==> src/rtl/cpu7_ifu_pcgen.sv <==
// Fetch-address stage: owns pc_f, issues icache line requests, applies redirects.
// Optional perf counters are enabled with `define CPU7_IFU_PCGEN_PERF_EN.
module cpu7_ifu_pcgen #(
    parameter logic [31:0] RESET_PC = 32'h1c000000
) (
    input  logic        clk,
    input  logic        reset,
    output logic [31:0] pc_f,
    output logic        ifu_icu_req_ic1,
    output logic [31:0] ifu_icu_addr_ic1,
    input  logic        icu_ifu_ack_ic1,
    input  logic        icu_ifu_data_valid_ic2,
    input  logic        inst_valid_f,
    input  logic        fetch_ahead,
    input  logic        exu_ifu_stall_req,
    input  logic        exu_ifu_br_taken,
    input  logic [31:0] exu_ifu_br_target,
    output logic        flush_iq,
    output logic        ifu_busy
`ifdef CPU7_IFU_PCGEN_PERF_EN
    ,
    output logic [31:0] perf_fetch_stall_cnt,
    output logic [15:0] perf_redirect_drop_cnt
`endif
);

    typedef enum logic [1:0] {
        IDLE,
        REQ,
        WAIT,
        DROP
    } state_e;

    state_e      state_q, state_d;
    logic [31:0] pc_q, pc_d;
    logic [31:0] addr_q, addr_d;
    logic        need_q, need_d;

    logic        br;
    logic        ack;
    logic        dv;
    logic [31:0] tgt_line;
    logic [31:0] cur_line;
    logic [31:0] next_line;

    assign br        = exu_ifu_br_taken;
    assign ack       = icu_ifu_ack_ic1;
    assign dv        = icu_ifu_data_valid_ic2;
    assign tgt_line  = {exu_ifu_br_target[31:3], 3'b000};
    assign cur_line  = {pc_q[31:3], 3'b000};
    assign next_line = {pc_q[31:3] + 29'd1, 3'b000};

    // In DROP, addr_q already holds the redirect line awaiting issue.
    always_comb begin
        state_d = state_q;
        addr_d  = addr_q;
        need_d  = need_q;
        unique case (state_q)
            IDLE: begin
                if (br) begin
                    state_d = REQ;
                    addr_d  = tgt_line;
                    need_d  = 1'b0;
                end else if (need_q) begin
                    state_d = REQ;
                    addr_d  = cur_line;
                    need_d  = 1'b0;
                end else if (fetch_ahead && next_line != addr_q) begin
                    state_d = REQ;
                    addr_d  = next_line;
                end
            end
            REQ: begin
                if (br) begin
                    state_d = (ack && !dv) ? DROP : REQ;
                    addr_d  = tgt_line;
                end else if (ack) begin
                    state_d = dv ? IDLE : WAIT;
                end
            end
            WAIT: begin
                if (br) begin
                    state_d = dv ? REQ : DROP;
                    addr_d  = tgt_line;
                end else if (dv) begin
                    state_d = IDLE;
                end
            end
            DROP: begin
                if (br) begin
                    addr_d = tgt_line;
                end
                if (dv) begin
                    state_d = REQ;
                end
            end
            default: state_d = IDLE;
        endcase
    end

    always_comb begin
        pc_d = pc_q;
        if (br) begin
            pc_d = exu_ifu_br_target;
        end else if (inst_valid_f && !exu_ifu_stall_req) begin
            pc_d = pc_q + 32'd4;
        end
    end

    always_ff @(posedge clk) begin
        if (reset) begin
            state_q <= IDLE;
            pc_q    <= RESET_PC;
            addr_q  <= {RESET_PC[31:3], 3'b000};
            need_q  <= 1'b1;
        end else begin
            state_q <= state_d;
            pc_q    <= pc_d;
            addr_q  <= addr_d;
            need_q  <= need_d;
        end
    end

    assign pc_f             = pc_q;
    assign ifu_icu_req_ic1  = (state_q == REQ);
    assign ifu_icu_addr_ic1 = addr_q;
    assign ifu_busy         = (state_q != IDLE);
    assign flush_iq         = br || (state_q == DROP && dv);

`ifdef CPU7_IFU_PCGEN_PERF_EN
    logic [31:0] stall_cnt_q;
    logic [15:0] drop_cnt_q;

    always_ff @(posedge clk) begin
        if (reset) begin
            stall_cnt_q <= 32'd0;
            drop_cnt_q  <= 16'd0;
        end else begin
            if ((state_q == REQ || state_q == WAIT) && !inst_valid_f) begin
                stall_cnt_q <= stall_cnt_q + 32'd1;
            end
            if (state_d == DROP && state_q != DROP) begin
                drop_cnt_q <= drop_cnt_q + 16'd1;
            end
        end
    end

    assign perf_fetch_stall_cnt   = stall_cnt_q;
    assign perf_redirect_drop_cnt = drop_cnt_q;
`endif

endmodule

==> config.mk <==
export PLATFORM = sky130hd
export DESIGN_NAME = cpu7_ifu_pcgen
export DESIGN_NICKNAME = d
export VERILOG_FILES = /design/src/rtl/cpu7_ifu_pcgen.sv
export SDC_FILE = /design/constraint.sdc
export NUM_CORES = 1
export LEC_CHECK = 0
export CORE_ASPECT_RATIO = 1.25
export CORE_MARGIN = 2
export CORE_UTILIZATION = 40
export DETAILED_ROUTE_END_ITERATION = 16
export PLACE_DENSITY = 0.76
export SKIP_LAST_GASP = 1
export SYNTH_ARGS = -nofsm -noshare
export SYNTH_HDL_FRONTEND = slang
export SYNTH_SLANG_ARGS = --single-unit
export TNS_END_PERCENT = 100
==> constraint.sdc <==
create_clock -name clk -period 6 [get_ports clk]
set_input_delay 0.6 -clock clk [delete_from_list [all_inputs] [get_ports clk]]
set_output_delay 0.6 -clock clk [all_outputs]
set_load 0.02 [all_outputs]
After elaboration in Yosys (flattened, before gate mapping)
Cells that the tools add are included.

Bits in registers: 67. Input bits: 40. Output and inout bits: 67. Logic and storage cells: 47.

Add/sub/neg operators: 2. Equality and inequality tests: 9. Multiplexer cells: 19. Reductions and logical operators: 13.

Operators by type and width (count): 2-to-1 mux 32 bit (6); case mux 32 bit (2 select lines) (1); adder 32 x 3 -> 32 bit (second input constant) (1); inequality test 32 bit (1); adder 29 x 1 -> 29 bit (second input constant) (1); 2-to-1 mux 2 bit (11); case mux 2 bit (4 select lines) (1); equality test 2 bit (second input constant) (2); logical AND 1 bit (4); inequality test 4 bit (second input constant) (1); AND reduction 4 bit (1); nonzero test 2 bit (2); inequality test 3 x 1 -> 1 bit (second input constant) (1); inequality test 3 bit (second input constant) (1); OR reduction 3 bit (1); equality test 2 x 1 -> 1 bit (second input constant) (1); logical NOT 1 bit (2); logical NOT 2 bit (1); inequality test 2 x 1 -> 1 bit (second input constant) (1); inequality test 2 bit (second input constant) (1); AND reduction 2 bit (1); logical OR 1 bit (1).

Longest topological paths before layout
Depth in word-level cells: 7. Gate-level depth with buffers: 11. Depth with buffers taken out: 9.

Least setup slack after synthesis
Ideal clock, no wire load.

Path kind: register -> register. Start point: reg pc_q[3] (netlist: pc_f[3]). End point: reg addr_q[19] (netlist: ifu_icu_addr_ic1[19]). Library setup time: 0.121 ns. Arrival: 2.934 ns. Data required time: 5.879 ns. Path slack: 2.945 ns. Cell stages (with the launch flop): 11. Path buffers: 1. Period minus slack after synthesis: 3.055 ns. Cells stage by stage: dfxtp_1 -> ha_1 -> nand3_4 -> or4_1 -> buf_2 -> o21ai_0 -> o211ai_2 -> a211oi_2 -> nand4_1 -> nand2_2 -> mux2_2.

Cells in the longest elaborated chain, start to end: 5. Elaborated cells between the ends (all ways): 9. Those cells by class: 1 x add/sub; 2 x eq/ne; 4 x mux; 2 x reduce/logical.

Ends and longest elaborated chain: start: declaration (RTL line 35) `logic [31:0] pc_q, pc_d;`; start signal: assignment (RTL line 118) `pc_q <= pc_d;`; adder 29 x 1 -> 29 bit (*) (RTL line 51) `assign next_line = {pc_q[31:3] + 29'd1, 3'b000};`; inequality test 32 bit / 2-to-1 mux 32 bit (equally long branches) (RTL line 68) `end else if (fetch_ahead && next_line != addr_q) begin`; logical AND 1 bit / 2-to-1 mux 32 bit (equally long branches) (RTL line 68, 64); inequality test 4 bit (no line) / 2-to-1 mux 32 bit (equally long branches); AND reduction 2 bit (no line) / case mux 32 bit (2 select lines) (equally long branches); end signal: assignment (RTL line 114) `addr_q <= {RESET_PC[31:3], 3'b000};`; end signal: assignment (RTL line 119) `addr_q <= addr_d;`; end: declaration (RTL line 36) `logic [31:0] addr_q, addr_d;`.

Every way passes the cells marked *; elsewhere a longest branch is shown, timed or not. The select of a mux whose other input is x is not followed. A chain may end at the register's enable or synchronous reset.

Worst setup path after layout
Same ends and word-level chain as after synthesis.

==> out/qor.yml <==
yosysMostFrequentCell: "nor2_1"
area_growth_pct: 24.7
cts_root_buf: "clkbuf_16"
post-route-util_pct: 51.3
drive_above_1_share_pct: 4.48
finalCritPeriodShare_pct: 68.1
vias: 4936
drt_iter0_drc: 304
cts_tree: "done"
finClkSkew_ns: 0.00565
n_antenna_cell: 0
hold_ws_ns: 0.497
grt_pass1_wl_um: 24600
required_ns: 6.21
antenna_found_initial: 0
ant_nets: 0
regToRegSetupSlack_ns: 1.91
fin_tns_setup_ns: 0
post_cts_buffers: 0
ctsHoldBuffers: 0
crit_type: "flop to flop"
clk_latency_ns: 0.33
p_leak_nw: 2.18
outcome: "finished, final reports clean"
syn_area_um2: 5030
totalPowerFinal_mw: 1.44
synth-edff-count: 0
worst_pin_slew_ns: 1.00
synthDistinctLibCells: 55
path_max_fanout: 28
crit_path_end_kind: "flop"
fin_nets: 759
fp.dieW_um: 104
grt_util_all_layers_pct: 22.6
synth_area_leader_cell: "dfxtp_1"
grt_max_degree: 92
start_util_pct: 41.2
cts_buffers: 9
synth_cells: 652
cts_max_path_buffers: 2
place.gp.congestion: 0.894
period_minus_slack_ns: 4.09
start_kind: "flop"
htree_levels: 3
die_h_um: 129
viasPerCell: 5.62
clkSlewWorstSetupHoldPaths_ns: 0.05
io_buffers: 103
drv_slew: 0
max_cap_violations: 0
hold_viol: 0
core-area_um2: 12200
dp_hpwl_um: 10900
pin_count: 107
p_per_area_nw_per_um2: 230
max_freq_ghz: 0.245
drc: 0
ys_async_sr_fraction_pct: 0
holdCritPathClass: "flop to flop"
ys_ff_latch: 64
grt-ovfl-total: 0
yosys_warnings: 0
synthFlopType: "dfxtp_1"
wire_per_inst_um: 17.2
drt-total-wl_um: 15100
ctsResizeCount: 0
synth.top_cells.by_area: "dfxtp_1 25%, xnor2_1 11%, nor2_1 8.2%, mux2i_1 7.6%, xor2_1 4.4%"
synth_top_area_share_pct: 25.5
yosys-top-cells-count: "110 x nor2_1, 64 x dfxtp_1, 63 x xnor2_1"
first_pass_iters: 6
finalSetupViolCount: 0
yosysSeqAreaShare_pct: 25.5
grt_pass1_vias: 4798
fp-row-count: 45
arrival_ns: 4.30
maxSlewHeadroom_pct: 33.0
avgSynthCellArea_um2: 7.71
clock-sinks: 64
peakVddDrop_mv: 0.134
die_area_um2: 13500
rsz0062_at_grt: "false"
critical path: stages, from the launching register on:
cell,delay (ns)
dfxtp_1,0.51
ha_1,0.36
nand3_4,0.23
or4_1,0.77
o21ai_0,0.32
o211ai_2,0.14
a211oi_2,0.20
nand4_1,0.22
nand2_2,0.79
mux2_2,0.42
layer usage:
metal	part of all wire, %	GRT usage (%)
met1	42	27.6
met2	49	39.3
met3	6.1	4.18
met4	2.7	9.22
met5	0	0
metrics by stage:
stage,worst slack [ns],cell area [µm²],instances
2_1_floorplan,2.95,5040,654
3_3_place_gp,2.18,6010,865
3_5_place_dp,1.95,6010,865
4_1_cts,1.92,6270,878
5_1_grt,1.69,6270,878
6_report,1.91,6270,878
report_power, final:
part / total (mW) / internal (mW) / leakage (nW) / switching (mW)
Sequential: 0.537 / 0.467 / 0.530 / 0.0697
Clock: 0.472 / 0.294 / 0.130 / 0.178
Combinational: 0.435 / 0.212 / 1.52 / 0.224
cells in the final DEF (no fill, tap or decap), types with 3 or more instances in the layout:
master,count
nor2_1,110
clkdlybuf4s50_1,101
dfxtp_1,64
xnor2_1,63
mux2i_1,38
a21oi_1,35
nand2b_1,32
nand2_1,26
xor2_1,25
a211o_1,24
nand4_1,20
nor3_1,19
nand3_1,16
o21ai_0,15
and4_1,10
nor4_1,10
or3_1,10
clkbuf_16,9
inv_1,8
nor2b_1,8
and3_1,7
ha_1,7
or4_1,4
buf_4,4
o211ai_1,3
conb_1,3
registers in the layout (all words and copies together) (netlist names):
| name | flops |
|---|---|
| state_q | 2 |
| pc_f | 32 |
| ifu_icu_addr_ic1 | 29 |
| need_q | 1 |
path summary, 6_finish.rpt:
path | start | endpoint | cells past startpoint
hold / removal | pc_f[0] | pc_f[0] | 2
hold reg to reg | pc_f[0] | pc_f[0] | 2
setup reg to reg | pc_f[3] | ifu_icu_addr_ic1[19] | 9
setup / recovery | pc_f[3] | ifu_icu_addr_ic1[19] | 9
cells by family (layout without fill, tap and decap cells):
group           after synthesis  in the layout  share of synthesized area [%]
other cells                   1              3                         0.0746
xor+xnor                     88             88                           15.3
fa+ha+maj                     7              7                           1.74
buf+inv                      68            128                           6.42
mux                          40             40                           8.01
simple gates                286            286                           29.7
flops                        64             64                           25.5
compound gates               98             98                           13.3
area by class of cell:
| type | instances | area [µm²] |
|---|---|---|
| well taps | 164 | 205 |
| clock buffers | 12 | 256 |
| inverters | 8 | 30.0 |
| flip-flops and latches | 64 | 1280 |
| multi-input cells | 522 | 3440 |
| clock inverters | 1 | 5.00 |
| fillers | 1186 | 5950 |
| repair buffers | 107 | 1050 |
Power figures use the tool's default switching activity.
